<file path="config.mk">
export PLATFORM = sky130hd
export DESIGN_NAME = if_fetch_stage
export DESIGN_NICKNAME = d
export VERILOG_FILES = /design/src/rtl/if_fetch_stage_pkg.sv /design/src/rtl/if_fetch_stage_skid_buf.sv /design/src/rtl/if_fetch_stage.sv
export SDC_FILE = /design/constraint.sdc
export NUM_CORES = 1
export LEC_CHECK = 0
export BUFFER_PORTS_ARGS = -buffer_cell sky130_fd_sc_hd__clkbuf_2
export CAP_MARGIN = 10
export CORE_MARGIN = 2
export CORE_UTILIZATION = 55
export DETAILED_ROUTE_END_ITERATION = 12
export PLACE_DENSITY_LB_ADDON = 0.2
export SYNTH_ARGS = -nofsm -noshare
export SYNTH_HDL_FRONTEND = slang
export SYNTH_SLANG_ARGS = --single-unit
</file>
<file path="constraint.sdc">
create_clock -name clk -period 2.7 [get_ports clk]
set_clock_uncertainty 0.1 [all_clocks]
set_input_delay 0.135 -clock clk [delete_from_list [all_inputs] [get_ports clk]]
set_output_delay 0.135 -clock clk [all_outputs]
set_load 0.005 [all_outputs]
</file>
<file path="src/rtl/if_fetch_stage_pkg.sv">
// ---------------------------------------------------------------------------
// if_fetch_stage_pkg
//   Shared definitions for the fetch stage and its skid buffer:
//   FSM state encoding, default reset PC / bubble instruction, the skid
//   entry layout and the modulo-2^32 PC increment.
// ---------------------------------------------------------------------------
package if_fetch_stage_pkg;

   typedef enum logic [1:0] {
      FETCH = 2'd0,
      HELD  = 2'd1,
      DRAIN = 2'd2
   } fetch_state_t;

   localparam logic [31:0] DEF_RESET_PC  = 32'h0000_0000;
   localparam logic [31:0] DEF_NOP_INSTR = 32'h0000_0000;

   typedef struct packed {
      logic [31:0] instr;
      logic [31:0] pc4;
   } skid_entry_t;

   // Wraps naturally: 32'hFFFF_FFFC + 4 = 0.
   function automatic logic [31:0] pc_inc(input logic [31:0] pc);
      return pc + 32'd4;
   endfunction

endpackage

</file>
<file path="src/rtl/if_fetch_stage_skid_buf.sv">
// ---------------------------------------------------------------------------
// fetch_skid_buf
//   One-entry {instr, pc4} holding register for a word that arrived while
//   the pipe was held.
//   Ports:
//     clk    in   clock, rising edge
//     rst    in   synchronous active-high reset, empties the entry
//     load   in   capture din, set full
//     clear  in   drop the entry, clear full (wins over load)
//     din    in   {instr, pc4} to capture
//     dout   out  stored {instr, pc4}
//     full   out  entry holds a word
// ---------------------------------------------------------------------------
module fetch_skid_buf
   import if_fetch_stage_pkg::*;
(
   input  logic        clk,
   input  logic        rst,
   input  logic        load,
   input  logic        clear,
   input  skid_entry_t din,
   output skid_entry_t dout,
   output logic        full
);

   always_ff @(posedge clk) begin
      if (rst || clear) begin
         full <= 1'b0;
         dout <= '0;
      end else if (load) begin
         full <= 1'b1;
         dout <= din;
      end
   end

endmodule

</file>
<file path="src/rtl/if_fetch_stage.sv">
// ---------------------------------------------------------------------------
// if_fetch_stage
//   Fetch stage plus IF/ID pipeline register of the 5-stage MIPS core.
//   Honours load-use stalls, branch/jump redirects from ID and wait states
//   on the instruction-memory req/ready handshake.
//   Ports:
//     clk, rst              clock / synchronous active-high reset
//     pc_write, IF_ID_write stall requests from hazard unit (1 = stall)
//     redirect_valid/pc     taken branch/jump target from ID
//     imem_req/addr         fetch request and address
//     imem_ready/rdata      response; transfer = imem_req && imem_ready
//     ID_instr/pc4/valid    IF/ID register contents (valid=0 is a bubble)
// ---------------------------------------------------------------------------
module if_fetch_stage
   import if_fetch_stage_pkg::*;
#(
   parameter logic [31:0] RESET_PC  = DEF_RESET_PC,
   parameter logic [31:0] NOP_INSTR = DEF_NOP_INSTR
) (
   input  logic        clk,
   input  logic        rst,
   input  logic        pc_write,
   input  logic        IF_ID_write,
   input  logic        redirect_valid,
   input  logic [31:0] redirect_pc,
   output logic        imem_req,
   output logic [31:0] imem_addr,
   input  logic        imem_ready,
   input  logic [31:0] imem_rdata,
   output logic [31:0] ID_instr,
   output logic [31:0] ID_pc4,
   output logic        ID_valid
);

   fetch_state_t state;
   logic [31:0]  pc;
   logic [31:0]  req_addr;
   logic [31:0]  pc_plus4;
   logic         hold;
   logic         transfer;
   logic         skid_load;
   logic         skid_clear;
   logic         skid_full;
   skid_entry_t  skid_din;
   skid_entry_t  skid_q;

   assign hold      = pc_write | IF_ID_write;
   assign pc_plus4  = pc_inc(pc);
   assign imem_req  = !rst && (state != HELD);
   // DRAIN keeps presenting the abandoned address until memory completes it.
   assign imem_addr = (state == DRAIN) ? req_addr : pc;
   assign transfer  = imem_req && imem_ready;

   assign skid_din   = '{instr: imem_rdata, pc4: pc_plus4};
   assign skid_load  = (state == FETCH) && !redirect_valid && transfer && hold;
   assign skid_clear = (state == HELD) && (redirect_valid || !hold);

   fetch_skid_buf u_skid (
      .clk   (clk),
      .rst   (rst),
      .load  (skid_load),
      .clear (skid_clear),
      .din   (skid_din),
      .dout  (skid_q),
      .full  (skid_full)
   );

   always_ff @(posedge clk) begin
      if (rst) begin
         state    <= FETCH;
         pc       <= RESET_PC;
         req_addr <= RESET_PC;
         ID_instr <= NOP_INSTR;
         ID_pc4   <= '0;
         ID_valid <= 1'b0;
      end else begin
         case (state)
            FETCH: begin
               req_addr <= pc;
               if (redirect_valid) begin
                  // Any word arriving now belongs to the wrong path.
                  pc       <= redirect_pc;
                  ID_instr <= NOP_INSTR;
                  ID_valid <= 1'b0;
                  if (!imem_ready) state <= DRAIN;
               end else if (transfer && !hold) begin
                  ID_instr <= imem_rdata;
                  ID_pc4   <= pc_plus4;
                  ID_valid <= 1'b1;
                  pc       <= pc_plus4;
               end else if (transfer) begin
                  // Word parked in the skid buffer; stop requesting.
                  pc    <= pc_plus4;
                  state <= HELD;
               end else if (!hold) begin
                  ID_instr <= NOP_INSTR;
                  ID_valid <= 1'b0;
               end
            end
            HELD: begin
               if (redirect_valid) begin
                  pc       <= redirect_pc;
                  ID_instr <= NOP_INSTR;
                  ID_valid <= 1'b0;
                  state    <= FETCH;
               end else if (!hold) begin
                  ID_instr <= skid_q.instr;
                  ID_pc4   <= skid_q.pc4;
                  ID_valid <= skid_full;
                  state    <= FETCH;
               end
            end
            DRAIN: begin
               if (redirect_valid) pc <= redirect_pc;
               if (!hold) begin
                  ID_instr <= NOP_INSTR;
                  ID_valid <= 1'b0;
               end
               if (imem_ready) state <= FETCH;
            end
            default: state <= FETCH;
         endcase
      end
   end

endmodule

</file>
==> flow_summary.ini <==
[yosys]
synth_edf_count = 0
synthesis.nets = 1130
synth_area_leaders = dfxtp_1 (44%), nand2_1 (6.1%), a21oi_1 (5.1%)
ys_types = 58
async_flop_share_pct = 0
synthFlopType = dfxtp_1
yosysWarnings = 0
synth_xor_area_share_pct = 2.26
synth_top_family_by_area = compound AO/OA/AOI/OAI gates
syn_area_per_cell_um2 = 8.45
yosys.area_share.simple_pct = 18.4
synthCells = 1055
synthAdderAreaFrac_pct = 0.702
synth_seq_area_share_pct = 44.0
synth_area_mm2 = 0.00892
synth_compound_area_share_pct = 22.6
synth_seq_cells = 196
synth.top_cell.area_share_pct = 44.0
yosys.area.top_type = dfxtp_1
synthMuxAreaShare_pct = 6.93

[floorplan]
fp.dieH_um = 131
core_mm2 = 0.0159
io_pins = 168
dieArea_mm2 = 0.0172
fp.dieW_um = 131
num_rows = 46
start_util_pct = 56.1

[sta]
slew_headroom_pct = 38.2
finalHoldViolations = 0
fin_crit_ps = 2510
setup_viol = 0
fin_crit_sh_pct = 92.8
fmax_mhz = 399
setup_tns_ps = 0
finalMaxSlewViolations = 0
worstMarginPinSlew_ps = 927
rsz0062_at_grt = no

[place]
place_hpwl_um = 16300
dpl.cell_count = 1374
postPlaceCellArea_mm2 = 0.0100
io_buffers = 167
place_congestion = 0.957

[hold_path]
worstHoldPathType = in2reg

[drt]
ant_nets = 0
wl_um = 25100
wl_per_cell_um = 17.1
vias_per_cell = 5.80
drt_pass1_iterations = 5
first_iter_violations = 709
drc = 0
detailroute.via_count = 8519

[cells_and_area]
area_growth_pct = 25.8
fin_cells = 1468
final_cell_mix = dfxtp_1 (196), clkbuf_2 (166), nand2_1 (143)
fillers = 1326
final_nets = 1313
layout_commonest_cell = dfxtp_1
post-route-cell-area_mm2 = 0.0112
drive_gt1_share_pct = 21.6

[cts]
cts_buffer_depth = 2
clkLatencyLatePin_ps = 430
cts_tree = built
cts_sinks = 196
cts_root_buf = clkbuf_16
clk_pin_slew_ps = 70
post_cts_buffers = 0
cts_htree_levels = 4
cts_buffers = 17

[worst_setup_path]
arrival_ps = 2780
critical_path_required_ps = 2970
start_kind = flop
critical_path_peak_fanout = 28
worstSetupPathType = reg2reg
endpoint_kind = flop
r2r_slack_ps = 190

[outcome]
outcome = completed

[power_and_ir_drop]
p_leak_uw = 0.00445
power_density_mw_per_mm2 = 596
power.total_uw = 6690
vdd_ir_drop_max_mv = 0.490

[grt]
grt_overflow_total = 0
grt_pass1_vias = 7951
antenna_found_initial = 1
grt_pass1_wl_um = 41000
grt_max_degree = 61
grt_util_all_layers_pct = 28.9

[flow_run]
cap_violations = 0
[synthesized netlist by cell type, types with 2 or more instances]
cell / instances
dfxtp_1: 196
nand2_1: 144
nor2_1: 103
a21oi_1: 90
clkbuf_1: 62
o21ai_0: 40
a22oi_1: 39
mux2i_1: 37
o2bb2ai_1: 34
buf_2: 23
mux2_2: 22
nor3_1: 19
nand4_1: 18
a211oi_1: 17
nand3_1: 17
inv_1: 16
o211ai_1: 15
xnor2_1: 15
buf_1: 13
a31oi_1: 12
nand2b_1: 10
nor4_1: 10
and3_1: 8
and4_1: 8
o221ai_1: 8
xor2_1: 8
a211o_1: 7
a21o_1: 5
ha_1: 5
o31a_1: 5
o32ai_1: 5
or3_1: 4
a22o_1: 3
and2_1: 3
nor4_2: 3
or2_2: 3
a2111o_1: 2
a21boi_0: 2
nor2b_1: 2
o21a_1: 2
o22ai_1: 2
o41ai_1: 2
[routing by layer]
layer	GRT usage, %	share of wire [%]
met2	46.8	47
met3	4.63	5.2
met4	10.4	2.3
met5	0	0
met1	39.2	45
[power breakdown]
group,internal (uW),switching (uW),leakage (uW)
registers,3010,126,0.00159
logic,432,543,0.00257
clock network,1430,1140,0.000293
total,4880,1810,0.00445
[cell families after synthesis]
| logic type | after synthesis |
|---|---|
| buffers and inverters | 114 |
| multiplexers | 59 |
| AO/OA/AOI/OAI | 299 |
| XOR/XNOR | 23 |
| flip-flops | 196 |
| adder cells (fa/ha/maj) | 5 |
| AND/OR/NAND/NOR | 359 |
[flip-flops by register name, summed over array words and instances (netlist names)]
register	cells
pc	32
state	2
u_skid.full	1
req_addr	32
ID_pc4	32
ID_valid	1
u_skid.dout	64
ID_instr	32
[path summary, 6_finish.rpt]
| path | start | endpoint | depth (start not counted) |
|---|---|---|---|
| min | redirect_pc[6] | pc[6] | 4 |
| min reg2reg | u_skid.dout[42] | u_skid.dout[42] | 2 |
| max | state[1] | ID_pc4[12] | 7 |
| max reg2reg | state[1] | ID_pc4[12] | 7 |
[cell type report]
type	instances	area, um2	area share [%]
multi-input cells	745	4580	40.8
inverters	16	60.1	0.535
clock inverters	12	139	1.24
clock buffers	20	457	4.07
repair buffers	262	1790	15.9
diodes	1	2.50	0.0223
well taps	216	270	2.41
flip-flops and latches	196	3920	35.0
[timing repair]
action,in CTS,in global routing
hold buffers,61,0
setup endpoints to repair,0,1
resized for setup,0,1
endpoints found under the hold margin,93,0
[per-stage QoR]
step           util [%]  hold WS (ps)  worst slack, ps
5_1_grt            70.6          34.7             23.4
6_report           70.6          11.2              194
4_1_cts            70.6          2.90              256
3_5_place_dp       63.0           279              269
3_3_place_gp       63.0           275              333
2_1_floorplan         -           171              396
[worst max-delay path, cell delays in order, from the launching register on]
cell       delay (ps)
dfxtp_1           380
inv_1              90
ha_1              270
nand4bb_1         400
a2111o_1          500
buf_4             250
a2111o_1          400
nand2_1            60
Note: power is estimated with default switching activity, not from simulation.
